### config.mk
export PLATFORM = sky130hd
export DESIGN_NAME = puf_response_reader_flat
export DESIGN_NICKNAME = d
export VERILOG_FILES = /design/src/rtl/puf_response_reader_if.sv /design/src/rtl/puf_response_reader.sv /design/src/flat_wrapper.sv
export SDC_FILE = /design/constraint.sdc
export NUM_CORES = 1
export LEC_CHECK = 0
export BUFFER_PORTS_ARGS = -buffer_cell sky130_fd_sc_hd__buf_2
export CAP_MARGIN = 5
export CORE_ASPECT_RATIO = 1.5
export CORE_MARGIN = 4
export CORE_UTILIZATION = 40
export CTS_CLUSTER_SIZE = 10
export DETAILED_ROUTE_END_ITERATION = 7
export GPL_TIMING_DRIVEN = 1
export PLACE_DENSITY = 0.66
export RECOVER_POWER = 100
export SLEW_MARGIN = 25
export SYNTH_ARGS = -nofsm -noshare
export SYNTH_HDL_FRONTEND = slang
export SYNTH_SLANG_ARGS = --single-unit
### constraint.sdc
create_clock -name clk -period 2.11 [get_ports clk]
set_input_delay 0.211 -clock clk [delete_from_list [all_inputs] [get_ports clk]]
set_output_delay 0.211 -clock clk [all_outputs]
set_load 0.005 [all_outputs]
### src/rtl/puf_response_reader_if.sv
// -----------------------------------------------------------------------------
// puf_response_reader_if
//   Bundles the signals of the arbiter-PUF readout controller.
//   Host side : start, seed_challenge (to reader); busy, done, response (back).
//   Fabric side: challenge, launch, arb_clr (to delay chain); arb_in (back).
//   modport slave  : the readout controller itself.
//   modport master : whoever drives requests and models the PUF fabric.
// -----------------------------------------------------------------------------
interface puf_response_reader_if #(
    parameter int CHAL_W = 32,
    parameter int RESP_W = 8
);
    logic              start;
    logic [CHAL_W-1:0] seed_challenge;
    logic              busy;
    logic              done;
    logic [RESP_W-1:0] response;
    logic [CHAL_W-1:0] challenge;
    logic              launch;
    logic              arb_clr;
    logic              arb_in;

    modport slave (
        input  start, seed_challenge, arb_in,
        output busy, done, response, challenge, launch, arb_clr
    );

    modport master (
        output start, seed_challenge, arb_in,
        input  busy, done, response, challenge, launch, arb_clr
    );
endinterface

### src/rtl/puf_response_reader.sv
// -----------------------------------------------------------------------------
// puf_response_reader
//   Readout controller for an arbiter-PUF mux delay chain. For every response
//   bit it runs VOTES evaluations (clear arbiter, launch, settle, sample) and
//   majority-votes the synchronized arbiter decisions. Voted bits are shifted
//   into the response word MSB-first; the challenge rotates left by one
//   between bits.
//
// Parameters
//   CHAL_W  challenge width (mux stages), >= 2
//   RESP_W  response bits per request, >= 2
//   VOTES   evaluations per bit, odd and >= 1
//   SETTLE  cycles launch is held before sampling, >= 3
//
// Ports
//   clk, rst_n  system clock, asynchronous active-low reset
//   bus         puf_response_reader_if.slave:
//                 start/seed_challenge in, busy/done/response out (host),
//                 challenge/launch/arb_clr out, arb_in in (PUF fabric)
// -----------------------------------------------------------------------------
module puf_response_reader #(
    parameter int CHAL_W = 32,
    parameter int RESP_W = 8,
    parameter int VOTES  = 5,
    parameter int SETTLE = 4
) (
    input  logic                    clk,
    input  logic                    rst_n,
    puf_response_reader_if.slave    bus
);

    localparam int VW = $clog2(VOTES + 1);
    localparam int BW = $clog2(RESP_W + 1);
    localparam int SW = $clog2(SETTLE);

    localparam logic [VW-1:0] VOTE_LAST   = VW'(VOTES - 1);
    localparam logic [VW-1:0] VOTE_HALF   = VW'(VOTES / 2);
    localparam logic [BW-1:0] BIT_LAST    = BW'(RESP_W - 1);
    localparam logic [SW-1:0] SETTLE_LAST = SW'(SETTLE - 1);

    typedef enum logic [2:0] {
        ST_IDLE,
        ST_CLEAR,
        ST_LAUNCH,
        ST_SETTLE,
        ST_SAMPLE,
        ST_DECIDE,
        ST_DONE
    } state_t;

    state_t            state;
    logic [VW-1:0]     ones;
    logic [VW-1:0]     vote_cnt;
    logic [BW-1:0]     bit_cnt;
    logic [SW-1:0]     settle_cnt;
    logic [1:0]        arb_sync;

    logic              busy_q;
    logic              done_q;
    logic              launch_q;
    logic              arb_clr_q;
    logic [RESP_W-1:0] response_q;
    logic [CHAL_W-1:0] challenge_q;

    logic              vote_bit;

    // VOTES is odd, so a strict majority always exists.
    assign vote_bit = (ones > VOTE_HALF);

    // arb_in is asynchronous to clk; two flops resolve metastability before the
    // value is used. SETTLE >= 3 guarantees the decision has crossed both.
    // NOTE: sequential state uses non-blocking assignments so every flop sees the
    // pre-edge value of every other flop, whatever the statement order.
    always_ff @(posedge clk or negedge rst_n) begin
        if (!rst_n) arb_sync <= '0;
        else        arb_sync <= {arb_sync[0], bus.arb_in};
    end

    always_ff @(posedge clk or negedge rst_n) begin
        if (!rst_n) begin
            state       <= ST_IDLE;
            busy_q      <= 1'b0;
            done_q      <= 1'b0;
            launch_q    <= 1'b0;
            arb_clr_q   <= 1'b0;
            response_q  <= '0;
            challenge_q <= '0;
            ones        <= '0;
            vote_cnt    <= '0;
            bit_cnt     <= '0;
            settle_cnt  <= '0;
        end else begin
            // Single-cycle strobes; raised only on the transition into their state.
            done_q    <= 1'b0;
            arb_clr_q <= 1'b0;

            case (state)
                ST_IDLE: begin
                    if (bus.start) begin
                        challenge_q <= bus.seed_challenge;
                        response_q  <= '0;
                        ones        <= '0;
                        vote_cnt    <= '0;
                        bit_cnt     <= '0;
                        busy_q      <= 1'b1;
                        arb_clr_q   <= 1'b1;
                        state       <= ST_CLEAR;
                    end
                end

                ST_CLEAR: begin
                    launch_q <= 1'b1;
                    state    <= ST_LAUNCH;
                end

                ST_LAUNCH: begin
                    settle_cnt <= '0;
                    state      <= ST_SETTLE;
                end

                ST_SETTLE: begin
                    if (settle_cnt == SETTLE_LAST) begin
                        // launch is low from the SAMPLE cycle onwards.
                        launch_q <= 1'b0;
                        state    <= ST_SAMPLE;
                    end else begin
                        settle_cnt <= settle_cnt + 1'b1;
                    end
                end

                ST_SAMPLE: begin
                    ones     <= ones + VW'(arb_sync[1]);
                    vote_cnt <= vote_cnt + 1'b1;
                    if (vote_cnt == VOTE_LAST) begin
                        state <= ST_DECIDE;
                    end else begin
                        arb_clr_q <= 1'b1;
                        state     <= ST_CLEAR;
                    end
                end

                ST_DECIDE: begin
                    // First voted bit ends up in the MSB.
                    response_q <= {response_q[RESP_W-2:0], vote_bit};
                    ones       <= '0;
                    vote_cnt   <= '0;
                    if (bit_cnt == BIT_LAST) begin
                        done_q <= 1'b1;
                        state  <= ST_DONE;
                    end else begin
                        bit_cnt     <= bit_cnt + 1'b1;
                        // Safe to change: launch is low here.
                        challenge_q <= {challenge_q[CHAL_W-2:0], challenge_q[CHAL_W-1]};
                        arb_clr_q   <= 1'b1;
                        state       <= ST_CLEAR;
                    end
                end

                ST_DONE: begin
                    busy_q <= 1'b0;
                    state  <= ST_IDLE;
                end

                default: begin
                    busy_q   <= 1'b0;
                    launch_q <= 1'b0;
                    state    <= ST_IDLE;
                end
            endcase
        end
    end

    assign bus.busy      = busy_q;
    assign bus.done      = done_q;
    assign bus.launch    = launch_q;
    assign bus.arb_clr   = arb_clr_q;
    assign bus.response  = response_q;
    assign bus.challenge = challenge_q;

endmodule

### src/flat_wrapper.sv
// flat-port wrapper written by rule: the top's interface ports become plain ports
module puf_response_reader_flat 
#(
    parameter int CHAL_W = 32,
    parameter int RESP_W = 8,
    parameter int VOTES  = 5,
    parameter int SETTLE = 4
)
  (clk, rst_n, bus_start, bus_seed_challenge, bus_arb_in, bus_busy, bus_done, bus_response, bus_challenge, bus_launch, bus_arb_clr);
  puf_response_reader_if #(.CHAL_W(CHAL_W), .RESP_W(RESP_W)) bus_i ();
  input  logic clk;
  input  logic rst_n;
  input wire logic [$bits(bus_i.start)-1:0] bus_start;
  input wire logic [$bits(bus_i.seed_challenge)-1:0] bus_seed_challenge;
  input wire logic [$bits(bus_i.arb_in)-1:0] bus_arb_in;
  output wire logic [$bits(bus_i.busy)-1:0] bus_busy;
  output wire logic [$bits(bus_i.done)-1:0] bus_done;
  output wire logic [$bits(bus_i.response)-1:0] bus_response;
  output wire logic [$bits(bus_i.challenge)-1:0] bus_challenge;
  output wire logic [$bits(bus_i.launch)-1:0] bus_launch;
  output wire logic [$bits(bus_i.arb_clr)-1:0] bus_arb_clr;
  assign bus_i.start = bus_start;
  assign bus_i.seed_challenge = bus_seed_challenge;
  assign bus_i.arb_in = bus_arb_in;
  assign bus_busy = bus_i.busy;
  assign bus_done = bus_i.done;
  assign bus_response = bus_i.response;
  assign bus_challenge = bus_i.challenge;
  assign bus_launch = bus_i.launch;
  assign bus_arb_clr = bus_i.arb_clr;
  puf_response_reader #(.CHAL_W(CHAL_W), .RESP_W(RESP_W), .VOTES(VOTES), .SETTLE(SETTLE)) u_core (.clk(clk), .rst_n(rst_n), .bus(bus_i));
endmodule
Yosys cells after proc, flatten, opt, wreduce, memory -nomap -nowiden
Index checks and enable logic that the tools add are counted.

storage, ports and cells
  flip-flop bits (word level) = 61
  input bits = 36

operators by class
  add/subtract/negate cells = 4
  $lt $le $gt $ge = 1
  eq/ne operators = 13
  mux-type cells = 28
  bitwise logic cells = 2
  reductions and logical operators = 13

operator list
  kind                 number
  $mux 32              2
  $pmux 32 s2          1
  $pmux 3 s3           2
  $pmux 3 s6           1
  $pmux 8 s2           1
  $mux 3               5
  $eq 3x3->1 const B   4
  $reduce_and 2->1     6
  $reduce_or 5->1      2
  $mux 4               2
  $mux 8               1
  $pmux 4 s2           1
  $mux 1               7
  $eq 3x2->1 const B   2
  $ne 2x2->1 const B   3
  $pmux 1 s3           2
  $add 4x1->4 const B  1
  $eq 4x3->1 const B   1
  $pmux 2 s2           1
  $reduce_bool 2->1    2
  $add 3x1->3          1
  $add 3x1->3 const B  1
  $eq 3x1->1 const B   1
  $gt 3x2->1 const B   1
  other kinds (9)      10

Logic depth before layout (Yosys ltp)
  depth after elaboration = 4
  gate-level depth with buffers = 6

Worst setup path after synthesis
Ideal clock, no wire load.

  path type = flip-flop to flip-flop
  from = register u_core.state[1]
  to = register u_core.challenge_q[10] (netlist: u_core.bus.challenge[10])
  library setup time = 0.125 ns
  arrival = 1.505 ns
  data required time = 1.985 ns
  path slack = 0.480 ns
  cell stages (with the launch flop) = 5
  buffers on the path = 1
  clock period less this slack = 1.630 ns
  path through = dfrtp_1 nor4b_1 a21o_2 buf_6 mux2_4

between the ends
  longest elaborated chain between the ends = 3
  elaborated cells on any way between the ends = 7

RTL lines
  element                                                           line                        RTL
  from (decl)                                                       puf_response_reader.sv:51   state_t state;
  from (signal assigned)                                            puf_response_reader.sv:81   state <= ST_IDLE;
  from (signal assigned)                                            puf_response_reader.sv:107  state <= ST_CLEAR;
  from (signal assigned)                                            puf_response_reader.sv:113  state <= ST_LAUNCH;
  $eq 3x3->1 / $logic_not 3->1 (equally long branches)              puf_response_reader.sv:97   case (state)
  $ne 2x2->1 (no line) / $reduce_bool 2->1 (equally long branches)  --
  $reduce_and 3->1 (no line)                                        --
  to (signal assigned)                                              puf_response_reader.sv:100  challenge_q <= bus.seed_challenge;
  to (signal assigned)                                              puf_response_reader.sv:153  challenge_q <= {challenge_q[CHAL_W-2:0], challenge_q[CHAL_W-1]};
  to (decl)                                                         puf_response_reader.sv:63   logic [CHAL_W-1:0] challenge_q;

Parallel ways exist; a longest one is shown, timed or not.
A chain may end at the register's enable or synchronous reset.

Worst setup path after layout
  from = register u_core.state[1]
  to = register u_core.bit_cnt[1]

between the ends
  longest elaborated chain between the ends = 3
  elaborated cells on any way between the ends = 7

RTL lines
  element                                                           line                        RTL
  $eq 3x3->1 / $logic_not 3->1 (equally long branches)              puf_response_reader.sv:97
  $ne 2x2->1 (no line) / $reduce_bool 2->1 (equally long branches)  --
  $reduce_and 3->1 (no line)                                        --
  to (signal assigned)                                              puf_response_reader.sv:151  bit_cnt <= bit_cnt + 1'b1;
  to (decl)                                                         puf_response_reader.sv:54   logic [BW-1:0] bit_cnt;

Parallel ways exist; a longest one is shown, timed or not.

==> flow_summary.yaml <==
yosys:
  synth_top_area_share_pct: 47.51
  synth.distinct_cells: 34
  yosysWarnings: 0
  synth.avg_cell_area_um2: 13.39
  synth-seq-area-share_pct: 47.51
  synth_cells: 240
  syn_nets: 284
  synth.largest_area_cell: "dfrtp_1"
  yosysMostFrequentCell: "dfrtp_1"
  synth_seq_cells: 61
  async_reset_ff_share_pct: 100.0
  synth-edff-count: 0
  synth_area_mm2: 0.003213
  synth_ff_type: "dfrtp_1"
  synthTopCellsByArea: "dfrtp_1 (48%), mux2_4 (27%), ha_1 (3.1%), mux2_2 (2.8%), nand2_1 (2.6%)"
  synth.top_cells.by_count: "dfrtp_1 (61), mux2_4 (57), nand2_1 (22)"
pwr:
  pwr-share-seq_pct: 35.0
  p_sw_mw: 1.738
  power_density_mw_per_mm2: 1407
  power.total_mw: 5.653
  p_comb_share_pct: 34.1
  power.leakage_nw: 1.900
  switching_share_pct: 30.75
  max-vdd-ir-drop_uv: 878.2
  pwr-share-clk_pct: 30.9
  internal_power_mw: 3.915
die:
  core_mm2: 0.007710
  ios: 80
  fp-row-count: 39
  die_y_um: 117.8
  dieArea_mm2: 0.009560
  initial_core_util_pct: 41.67
  fp.dieW_um: 81.18
drt:
  wl_um: 6573
  ant_nets: 0
  remaining_drc_errors: 0
  via_per_inst: 4.984
  drt_iter0_markers: 121
  drtPass1Iterations: 4
  vias: 2198
  routedWlPerCell_um: 14.90
sta:
  tns_ns: 0
  final-max-slew-violation-count: 0
  tightestPinTransition_ns: 1.413
  finalCritPeriodShare_pct: 88.06
  max_freq_mhz: 538.2
  hold_slack_ns: 0.2260
  slew_headroom_pct: 5.831
  setup_ws_ns: 0.2520
  hold_violations: 0
  skew_ns: 0.006588
  rsz0062_at_grt: "false"
  min_period_ns: 1.858
  setup_viol: 0
final_layout:
  final_cell_area_mm2: 0.004019
  finalCoreUtilization_pct: 52.13
  n_fill_cell: 742
  fin_nets: 378
  area_growth_pct: 25.08
  fin_cells: 441
  diodes: 0
  drive_gt1_share_pct: 36.87
global_routing:
  grt-ovfl-total: 0
  antenna_found_initial: 0
  grt_pass1_vias: 2276
  grt_max_degree: 33
  track_usage_pct: 14.72
  grt_pass1_wl_um: 10880
placement:
  place_inst: 423
  hpwl_um: 4712
  portBuffers: 79
  placed_area_mm2: 0.003785
  pre_cts_slack_ns: 0.2603
  gp_congestion: 0.7676
setup_path:
  worst_path_max_delay_cell: "nor4b_1"
  crit_fanout: 11
  r2r_start: "u_core.state[1]"
  worstSetupPathType: "register to register"
  crit_path_start_kind: "register"
  max_stage_delay_ns: 0.43
  cp.required_ns: 2.32
  ff2ff_path_depth: 5
  endpoint_kind: "register"
  crit_end: "u_core.bit_cnt[1]"
  r2r_end: "u_core.bit_cnt[1]"
  crit_start: "u_core.state[1]"
  path_common_cell: "clkbuf_1"
  arrival_ns: 2.07
  cp_cell_sequence: "clkbuf_1, nor4b_1, clkbuf_1, a21oi_1, a32o_1"
  rrSetupSlack_ns: 0.25
clock_network:
  htree_levels: 3
  cts_sinks: 61
  cts_buffers: 9
  cts.reportedPaths.clkPinSlew_ns: 0.05
  cts_buffer_depth: 2
  cts_tree: "yes"
  root_buffer: "clkbuf_16"
  clock_latency_ns: 0.32
  postCtsResizedCells: 0
status:
  status: "complete, no violations"
min_path:
  worst_hold_path_type: "input port to register"
  min_path_cells: 3
run:
  maxCapViolCount: 0
==> worst min path at each step <==
| stage | from | endpoint |
|---|---|---|
| after floorplan | rst_n | u_core.arb_sync[0] |
| after global placement | rst_n | u_core.settle_cnt[0] |
| after detailed placement | rst_n | u_core.settle_cnt[0] |
| after CTS | bus_seed_challenge[17] | u_core.bus.challenge[17] |
| after global routing | bus_seed_challenge[10] | u_core.bus.challenge[10] |
| final | bus_seed_challenge[16] | u_core.bus.challenge[16] |
==> what timing repair did <==
item                      CTS  global route
setup buffers               0             0
hold endpoints to repair   24             0
hold buffers                2             0
==> logic make-up (layout without fill, tap and decap cells) <==
logic type	Yosys count	in the layout	synth area share, %
buffers and inverters	18	117	3.777
multiplexers	69	69	30.69
flip-flops	61	61	47.51
AO/OA/AOI/OAI	36	36	7.165
adder cells (fa/ha/maj)	8	8	3.115
AND/OR/NAND/NOR	48	48	7.749
==> state kept, by name, summed over array words and instances (netlist names) <==
signal                cells
u_core.bus.response       8
u_core.bit_cnt            4
u_core.bus.done           1
u_core.settle_cnt         2
u_core.vote_cnt           3
u_core.bus.launch         1
u_core.ones               3
u_core.bus.challenge     32
u_core.state              3
u_core.bus.arb_clr        1
u_core.bus.busy           1
u_core.arb_sync           2
==> power groups by stage <==
| stage | sequential (mW) | combinational, mW | clock (mW) |
|---|---|---|---|
| floorplan | 1.99 | 1.64 | 0 |
| global placement | 1.99 | 2.35 | 0 |
| detailed placement | 2.01 | 2.40 | 0 |
| CTS | 2.00 | 2.41 | 1.78 |
| global route | 2.04 | 2.15 | 1.84 |
| finish | 1.98 | 1.93 | 1.74 |
==> worst max-delay path, delay by kind of cell, from the launching register on <==
family,cells,cell delay (ns)
AO/OA/AOI/OAI,2,0.38
buffers and inverters,2,0.55
AND/OR/NAND/NOR,1,0.43
flip-flops,1,0.38
==> layer usage <==
layer | vias to the layer above | global-route usage (%) | wire [µm]
met4 | 0 | 6.660 | 166
met5 | - | 0 | 0
met2 | 44 | 24.18 | 3430
met1 | 1085 | 17.46 | 2626
li1 | 1054 | - | -
met3 | 15 | 4.135 | 349
==> layout by cell type (no fill, tap or decap), types with 2 or more instances in the layout <==
| master | n |
|---|---|
| a21o_1 | 2 |
| a21oi_1 | 8 |
| a22o_1 | 5 |
| buf_12 | 3 |
| buf_2 | 61 |
| buf_4 | 8 |
| bufinv_16 | 3 |
| clkbuf_1 | 23 |
| clkbuf_16 | 9 |
| clkbuf_8 | 3 |
| dfrtp_1 | 61 |
| dlygate4sd3_1 | 2 |
| ha_1 | 8 |
| inv_1 | 5 |
| mux2_1 | 29 |
| mux2_2 | 8 |
| mux2_4 | 28 |
| mux2i_1 | 4 |
| nand2_1 | 22 |
| nand2b_1 | 3 |
| nand3_1 | 3 |
| nand3b_1 | 2 |
| nor2_1 | 4 |
| nor2b_1 | 2 |
| nor3_1 | 2 |
| nor3b_1 | 2 |
| nor4b_1 | 2 |
| o21ai_0 | 11 |
| o22ai_1 | 3 |
| o2bb2ai_1 | 2 |
==> area by class of cell <==
type                            count  area [µm²]  area share, %
Sequential cell                    61        1526          37.98
Timing Repair Buffer               96       528.0          13.14
Multi-Input combinational cell    161        1458          36.27
Clock buffer                       13       270.3          6.725
Tap cell                          102       127.6          3.176
Clock inverter                      3       90.09          2.242
Inverter                            5       18.77         0.4670
Note: power is estimated with default switching activity, not from simulation.
